## src/rtl/mdio_slave_if.sv

```systemverilog
// Clause-22 MDIO management slave.
// MDC and MDIO are oversampled in the clk domain. Each MDC rising edge advances
// the frame decoder by one bit. Decoded frames become single-cycle register read
// and write strobes. The pad output enable and data are registered.
module mdio_slave_if #(
    parameter logic [4:0] PHY_ADDR    = 5'h01,
    parameter int         PRE_LEN     = 32,
    parameter int         SYNC_STAGES = 2
) (
    input  logic        clk,
    input  logic        rst_n,
    input  logic        mdc,
    input  logic        mdio_in,
    output logic        mdio_o,
    output logic        mdio_oen,
    output logic [4:0]  reg_addr,
    output logic        reg_wr,
    output logic [15:0] reg_wdata,
    output logic        reg_rd,
    input  logic [15:0] reg_rdata,
    output logic        busy
);

    localparam int            PW      = $clog2(PRE_LEN + 1);
    localparam logic [PW-1:0] PRE_MAX = PW'(PRE_LEN);

    typedef enum logic [3:0] {
        S_IDLE,
        S_ST2,
        S_OP,
        S_PHYAD,
        S_REGAD,
        S_TA,
        S_DATA_RD,
        S_DATA_WR,
        S_SKIP
    } state_t;

    // synchronisers and edge history
    logic [SYNC_STAGES-1:0] r_mdc_sync;
    logic [SYNC_STAGES-1:0] r_mdio_sync;
    logic                   r_mdc_prev;

    // frame decoder state
    state_t                 r_state;
    logic [PW-1:0]          r_pre_cnt;
    logic [4:0]             r_bit_cnt;
    logic [15:0]            r_shift;
    logic                   r_is_read;
    logic                   r_match;

    // registered outputs
    logic                   r_mdio_o;
    logic                   r_mdio_oen;
    logic [4:0]             r_reg_addr;
    logic                   r_reg_wr;
    logic [15:0]            r_reg_wdata;
    logic                   r_reg_rd;
    logic                   r_busy;

    // next-state values
    state_t                 w_state_nxt;
    logic [PW-1:0]          w_pre_nxt;
    logic [4:0]             w_bit_cnt_nxt;
    logic [15:0]            w_shift_nxt;
    logic                   w_is_read_nxt;
    logic                   w_match_nxt;
    logic                   w_o_nxt;
    logic                   w_oen_nxt;
    logic [4:0]             w_addr_nxt;
    logic                   w_wr_nxt;
    logic [15:0]            w_wdata_nxt;
    logic                   w_rd_nxt;
    logic                   w_busy_nxt;

    logic                   w_rise;
    logic                   w_bit;
    logic [4:0]             w_field;
    logic [15:0]            w_wshift;
    logic [1:0]             w_op;

    // Idle levels are 1 for both lines, so resetting the chains to 1 avoids a
    // spurious rise event when reset is released while MDC is high.
    always_ff @(posedge clk or negedge rst_n) begin
        if (!rst_n) begin
            r_mdc_sync  <= '1;
            r_mdio_sync <= '1;
            r_mdc_prev  <= 1'b1;
        end else begin
            r_mdc_sync  <= {r_mdc_sync[SYNC_STAGES-2:0], mdc};
            r_mdio_sync <= {r_mdio_sync[SYNC_STAGES-2:0], mdio_in};
            r_mdc_prev  <= r_mdc_sync[SYNC_STAGES-1];
        end
    end

    assign w_rise   = r_mdc_sync[SYNC_STAGES-1] & ~r_mdc_prev;
    assign w_bit    = r_mdio_sync[SYNC_STAGES-1];
    assign w_field  = {r_shift[3:0], w_bit};
    assign w_wshift = {r_shift[14:0], w_bit};
    assign w_op     = {r_shift[0], w_bit};

    // Next-state and output decode, evaluated only on an MDC rise
    always_comb begin
        w_state_nxt   = r_state;
        w_pre_nxt     = r_pre_cnt;
        w_bit_cnt_nxt = r_bit_cnt;
        w_shift_nxt   = r_shift;
        w_is_read_nxt = r_is_read;
        w_match_nxt   = r_match;
        w_o_nxt       = r_mdio_o;
        w_oen_nxt     = r_mdio_oen;
        w_addr_nxt    = r_reg_addr;
        w_wr_nxt      = 1'b0;
        w_wdata_nxt   = r_reg_wdata;
        w_rd_nxt      = 1'b0;
        w_busy_nxt    = r_busy;

        if (w_rise) begin
            case (r_state)
                S_IDLE: begin
                    if (w_bit) begin
                        if (r_pre_cnt < PRE_MAX) begin
                            w_pre_nxt = r_pre_cnt + 1'b1;
                        end
                    end else if (r_pre_cnt >= PRE_MAX) begin
                        w_state_nxt = S_ST2;
                        w_busy_nxt  = 1'b1;
                    end else begin
                        w_pre_nxt = '0;
                    end
                end
                S_ST2: begin
                    if (w_bit) begin
                        w_state_nxt = S_OP;
                    end else begin
                        w_state_nxt = S_IDLE;
                    end
                end
                S_OP: begin
                    w_shift_nxt = w_wshift;
                    if (r_bit_cnt == 5'd1) begin
                        if (w_op == 2'b10) begin
                            w_is_read_nxt = 1'b1;
                            w_state_nxt   = S_PHYAD;
                        end else if (w_op == 2'b01) begin
                            w_is_read_nxt = 1'b0;
                            w_state_nxt   = S_PHYAD;
                        end else begin
                            w_state_nxt = S_IDLE;
                        end
                    end
                end
                S_PHYAD: begin
                    w_shift_nxt = w_wshift;
                    if (r_bit_cnt == 5'd4) begin
                        w_match_nxt = (w_field == PHY_ADDR);
                        w_state_nxt = S_REGAD;
                    end
                end
                S_REGAD: begin
                    w_shift_nxt = w_wshift;
                    if (r_bit_cnt == 5'd4) begin
                        if (!r_match) begin
                            w_state_nxt = S_SKIP;
                        end else begin
                            w_addr_nxt  = w_field;
                            w_rd_nxt    = r_is_read;
                            w_state_nxt = S_TA;
                        end
                    end
                end
                S_TA: begin
                    if (r_is_read) begin
                        // TA bit1 turns the pad around and drives the TA zero;
                        // the following rise presents the data MSB.
                        if (r_bit_cnt == 5'd1) begin
                            w_shift_nxt = reg_rdata;
                            w_o_nxt     = 1'b0;
                            w_oen_nxt   = 1'b0;
                        end else if (r_bit_cnt == 5'd2) begin
                            w_o_nxt     = r_shift[15];
                            w_shift_nxt = {r_shift[14:0], 1'b0};
                            w_state_nxt = S_DATA_RD;
                        end
                    end else if (r_bit_cnt == 5'd1) begin
                        w_state_nxt = S_DATA_WR;
                    end
                end
                S_DATA_RD: begin
                    if (r_bit_cnt == 5'd15) begin
                        w_o_nxt     = 1'b1;
                        w_oen_nxt   = 1'b1;
                        w_state_nxt = S_IDLE;
                    end else begin
                        w_o_nxt     = r_shift[15];
                        w_shift_nxt = {r_shift[14:0], 1'b0};
                    end
                end
                S_DATA_WR: begin
                    w_shift_nxt = w_wshift;
                    if (r_bit_cnt == 5'd15) begin
                        w_wdata_nxt = w_wshift;
                        w_wr_nxt    = 1'b1;
                        w_state_nxt = S_IDLE;
                    end
                end
                S_SKIP: begin
                    // TA plus 16 data bits of a frame addressed elsewhere
                    if (r_bit_cnt == 5'd17) begin
                        w_state_nxt = S_IDLE;
                    end
                end
                default: begin
                    w_state_nxt = S_IDLE;
                end
            endcase

            // Every return to IDLE demands a fresh preamble and ends the frame.
            if ((w_state_nxt == S_IDLE) && (r_state != S_IDLE)) begin
                w_pre_nxt  = '0;
                w_busy_nxt = 1'b0;
            end

            if ((w_state_nxt != r_state) || (r_state == S_IDLE)) begin
                w_bit_cnt_nxt = '0;
            end else begin
                w_bit_cnt_nxt = r_bit_cnt + 5'd1;
            end
        end
    end

    // Frame decoder state register and registered outputs
    always_ff @(posedge clk or negedge rst_n) begin
        if (!rst_n) begin
            r_state     <= S_IDLE;
            r_pre_cnt   <= '0;
            r_bit_cnt   <= '0;
            r_shift     <= '0;
            r_is_read   <= 1'b0;
            r_match     <= 1'b0;
            r_mdio_o    <= 1'b1;
            r_mdio_oen  <= 1'b1;
            r_reg_addr  <= '0;
            r_reg_wr    <= 1'b0;
            r_reg_wdata <= '0;
            r_reg_rd    <= 1'b0;
            r_busy      <= 1'b0;
        end else begin
            r_state     <= w_state_nxt;
            r_pre_cnt   <= w_pre_nxt;
            r_bit_cnt   <= w_bit_cnt_nxt;
            r_shift     <= w_shift_nxt;
            r_is_read   <= w_is_read_nxt;
            r_match     <= w_match_nxt;
            r_mdio_o    <= w_o_nxt;
            r_mdio_oen  <= w_oen_nxt;
            r_reg_addr  <= w_addr_nxt;
            r_reg_wr    <= w_wr_nxt;
            r_reg_wdata <= w_wdata_nxt;
            r_reg_rd    <= w_rd_nxt;
            r_busy      <= w_busy_nxt;
        end
    end

    assign mdio_o    = r_mdio_o;
    assign mdio_oen  = r_mdio_oen;
    assign reg_addr  = r_reg_addr;
    assign reg_wr    = r_reg_wr;
    assign reg_wdata = r_reg_wdata;
    assign reg_rd    = r_reg_rd;
    assign busy      = r_busy;

endmodule
```

## config.mk

```make
export PLATFORM = sky130hd
export DESIGN_NAME = mdio_slave_if
export DESIGN_NICKNAME = d
export VERILOG_FILES = /design/src/rtl/mdio_slave_if.sv
export SDC_FILE = /design/constraint.sdc
export NUM_CORES = 1
export LEC_CHECK = 0
export ABC_AREA = 1
export CORE_UTILIZATION = 40
export CTS_BUF_LIST = sky130_fd_sc_hd__clkbuf_8
export DETAILED_ROUTE_END_ITERATION = 7
export PLACE_DENSITY_LB_ADDON = 0.2
export SETUP_SLACK_MARGIN = 0.15
export SLEW_MARGIN = 20
export SYNTH_ARGS = -nofsm -noshare
export SYNTH_HDL_FRONTEND = slang
export SYNTH_SLANG_ARGS = --single-unit
```

## constraint.sdc

```tcl
create_clock -name clk -period 2.9 [get_ports clk]
set_input_delay 0.58 -clock clk [delete_from_list [all_inputs] [get_ports clk]]
set_output_delay 0.58 -clock clk [all_outputs]
set_load 0.05 [all_outputs]
```

==> flow_metrics.env <==
export IMPL_drt_pass1_iter_count=4
export IMPL_critPathMaxStageDelay_ns=0.59
export IMPL_yosysTopAreaCellShare_pct=40.55
export IMPL_areaGrowthSynthToFinish_pct=21.17
export IMPL_dieHeight_um=95.77
export IMPL_ys_warn_count=0
export IMPL_cts_root_buf="clkbuf_8"
export IMPL_drv_cap=0
export IMPL_min_period_over_period_pct=81.58
export IMPL_io_buffers=45
export IMPL_clock_sinks=64
export IMPL_synth_avg_cell_area_um2=8.642
export IMPL_post_cts_setup_buffers=0
export IMPL_gr_total_overflow=0
export IMPL_synth_area_leaders="dfrtp_1 41%, nand2_1 11%, dfstp_2 5.2%"
export IMPL_yosys_cell_types_count=40
export IMPL_wire_per_inst_um=13.32
export IMPL_power_density_nw_per_um2=423.0
export IMPL_dp_hpwl_um=5380
export IMPL_worst_pin_slew_ns=0.8067
export IMPL_cp_common_cell="nand2_1"
export IMPL_ys_flop_type="dfrtp_1"
export IMPL_path_class="flop to flop"
export IMPL_cp_end_kind="flop"
export IMPL_ctsResizeCount=0
export IMPL_fmax_mhz=422.7
export IMPL_die_area_um2=9172
export IMPL_worst_ir_drop_vdd_mv=0.2453
export IMPL_path_clk_slew_ns=0.08
export IMPL_gp_congestion=0.8945
export IMPL_syn_inst=407
export IMPL_grt_use_total_pct=18.40
export IMPL_async_reset_ff_share_pct=100.0
export IMPL_synthesis_area_um2=3517
export IMPL_cts_tree="yes"
export IMPL_drv_slew=0
export IMPL_setup_viol=0
export IMPL_crit_arrival_ns=2.60
export IMPL_crit_slowest_cell="dfstp_2"
export IMPL_ys_seq_area_share_pct=45.78
export IMPL_syn_nets=436
export IMPL_fin_tns_setup_ns=0
export IMPL_cellLeakagePower_nw=1.917
export IMPL_r2r_start="r_mdio_sync[1]"
export IMPL_pin_count=46
export IMPL_fin_worst_skew_ns=0.01425
export IMPL_ant_nets=0
export IMPL_final_hold_violation_count=0
export IMPL_cts_hold_fix_buffers=0
export IMPL_worst_hold_slack_ns=0.3605
export IMPL_relSlewSlack_pct=46.16
export IMPL_min_from="r_mdio_sync[0]"
export IMPL_start_util_pct=41.96
export IMPL_crit_chain="clkinv_1, ha_1, nand4_1, nand2_1, nand2_1, nor2_2, nand2_2, inv_4, nand3_4, a21oi_4, nand2_4, nand2_1, nand2_1"
export IMPL_rsz0062_at_grt="false"
export IMPL_drcViolationCount=0
export IMPL_fin_crit_ns=2.366
export IMPL_grt_max_degree=65
export IMPL_antenna_found_initial=0
export IMPL_yosysMostFrequentCell="nand2_1"
export IMPL_final_net_count=485
export IMPL_regToRegEndpoint="r_pre_cnt[1]"
export IMPL_routed_via_count=2778
export IMPL_htree_levels=3
export IMPL_hold_path_class="flop to flop"
export IMPL_synth_largest_area_cell="dfrtp_1"
export IMPL_r2r_cells=13
export IMPL_cp_startpoint="r_mdio_sync[1]"
export IMPL_drt_initial_drc_count=139
export IMPL_run_status="finished, final reports clean"
export IMPL_crit_path_start_kind="flop"
export IMPL_grt_pass1_wl_um=12830
export IMPL_cts_path_max_buffers=2
export IMPL_dieWidth_um=95.77
export IMPL_diodes=0
export IMPL_r2r_slack_ns=0.53
export IMPL_drive_gt1_share_pct=21.69
export IMPL_synth_seq_cells=64
export IMPL_path_buf_inv=2
export IMPL_ys_top_cells_by_count="100 x nand2_1, 57 x dfrtp_1, 37 x inv_1, 31 x o21ai_0, 27 x nand3_1"
export IMPL_crit_path_end="r_pre_cnt[1]"
export IMPL_critical_path_peak_fanout=8
export IMPL_grt_pass1_vias=2690
export IMPL_clk_latency_ns=0.35
export IMPL_cts_made_buffers=9
export IMPL_cp_depth=13
export IMPL_fp_coreArea_um2=8382
export IMPL_synth_edf_count=0
export IMPL_cp_top_family="simple AND/OR/NAND/NOR gates"
export IMPL_num_rows=33
export IMPL_required_ns=3.13
export IMPL_utilization_pct=50.84
export IMPL_via_per_inst=4.908
export IMPL_routed_wl_um=7539
[stage by stage]
step	worst slack, ns	cells	total power [mW]	instance area [um^2]
6_report	0.5341	566	1.803	4262
5_1_grt	0.2892	566	1.865	4262
4_1_cts	0.5270	566	1.825	4262
3_5_place_dp	0.5523	550	1.015	4056
3_3_place_gp	0.5975	550	1.013	4056
2_1_floorplan	0.8471	407	0.9574	3517
[worst reg2reg max path: stages (launching register included)]
cell and delay [ns]:
dfstp_2 0.59, clkinv_1 0.23, ha_1 0.38, nand4_1 0.09, nand2_1 0.08, nand2_1 0.05
nor2_2 0.09, nand2_2 0.10, inv_4 0.08, nand3_4 0.09, a21oi_4 0.24, nand2_4 0.10
nand2_1 0.07, nand2_1 0.04
[placed cells by master (no fill, tap or decap), types with 10 or more instances in the layout]
master	count
nand2_1	100
clkbuf_8	10
dfrtp_1	57
clkdlybuf4s50_1	44
nor2_2	10
nand3_1	27
inv_1	37
o21ai_0	31
inv_2	11
nor2_1	26
o21ai_2	14
o211ai_2	13
[worst min path at each step]
stage                          end  slack (ns)  cells after the start
global route         r_mdc_sync[1]        0.36                      0
detailed placement   r_mdc_sync[1]        0.35                      0
global placement     r_mdc_sync[1]        0.35                      0
floorplan                     busy        0.28                      0
CTS                 r_mdio_sync[1]        0.37                      0
finish              r_mdio_sync[1]        0.36                      0
[registers in the layout, summed over array words and instances, names as in the netlist]
signal	cells
r_shift	16
reg_wdata	16
r_pre_cnt	6
r_bit_cnt	5
reg_addr	5
r_state	4
r_mdc_sync	2
r_mdio_sync	2
busy	1
mdio_o	1
mdio_oen	1
r_is_read	1
r_match	1
r_mdc_prev	1
reg_rd	1
reg_wr	1
[where the power goes]
| group | internal [mW] | leakage [nW] | switching (mW) | total [mW] |
|---|---|---|---|---|
| clock | 0.423 | 0.0989 | 0.385 | 0.808 |
| sequential | 0.905 | 0.784 | 0.00985 | 0.915 |
| combinational | 0.0349 | 1.03 | 0.0454 | 0.0803 |
| total | 1.36 | 1.92 | 0.440 | 1.80 |
[logic make-up after synthesis]
| family | Yosys count | share of synthesized area, % |
|---|---|---|
| AOI/OAI and AO/OA | 73 | 16.08 |
| buffers and inverters | 65 | 7.933 |
| adders and majority gates | 9 | 3.202 |
| DFF | 64 | 45.78 |
| and+or+nand+nor | 191 | 25.76 |
| xor gates and xnor gates | 5 | 1.245 |
[layout make-up]
cell class | instances | area, um^2
fillers | 793 | 4120
clock buffers | 10 | 137.6
inverters | 54 | 211.5
clock inverters | 6 | 67.56
flip-flops and latches | 64 | 1610
well taps | 105 | 131.4
repair buffers | 49 | 475.5
multi-input cells | 278 | 1628
[routing by layer]
layer,vias up,GRT usage [%],wire length (um)
met3,13,3.239,254
li1,1419,-,-
met2,58,28.10,3306
met4,0,6.965,129
met5,-,0,0
met1,1288,26.07,3849
Power figures use the tool's default switching activity.
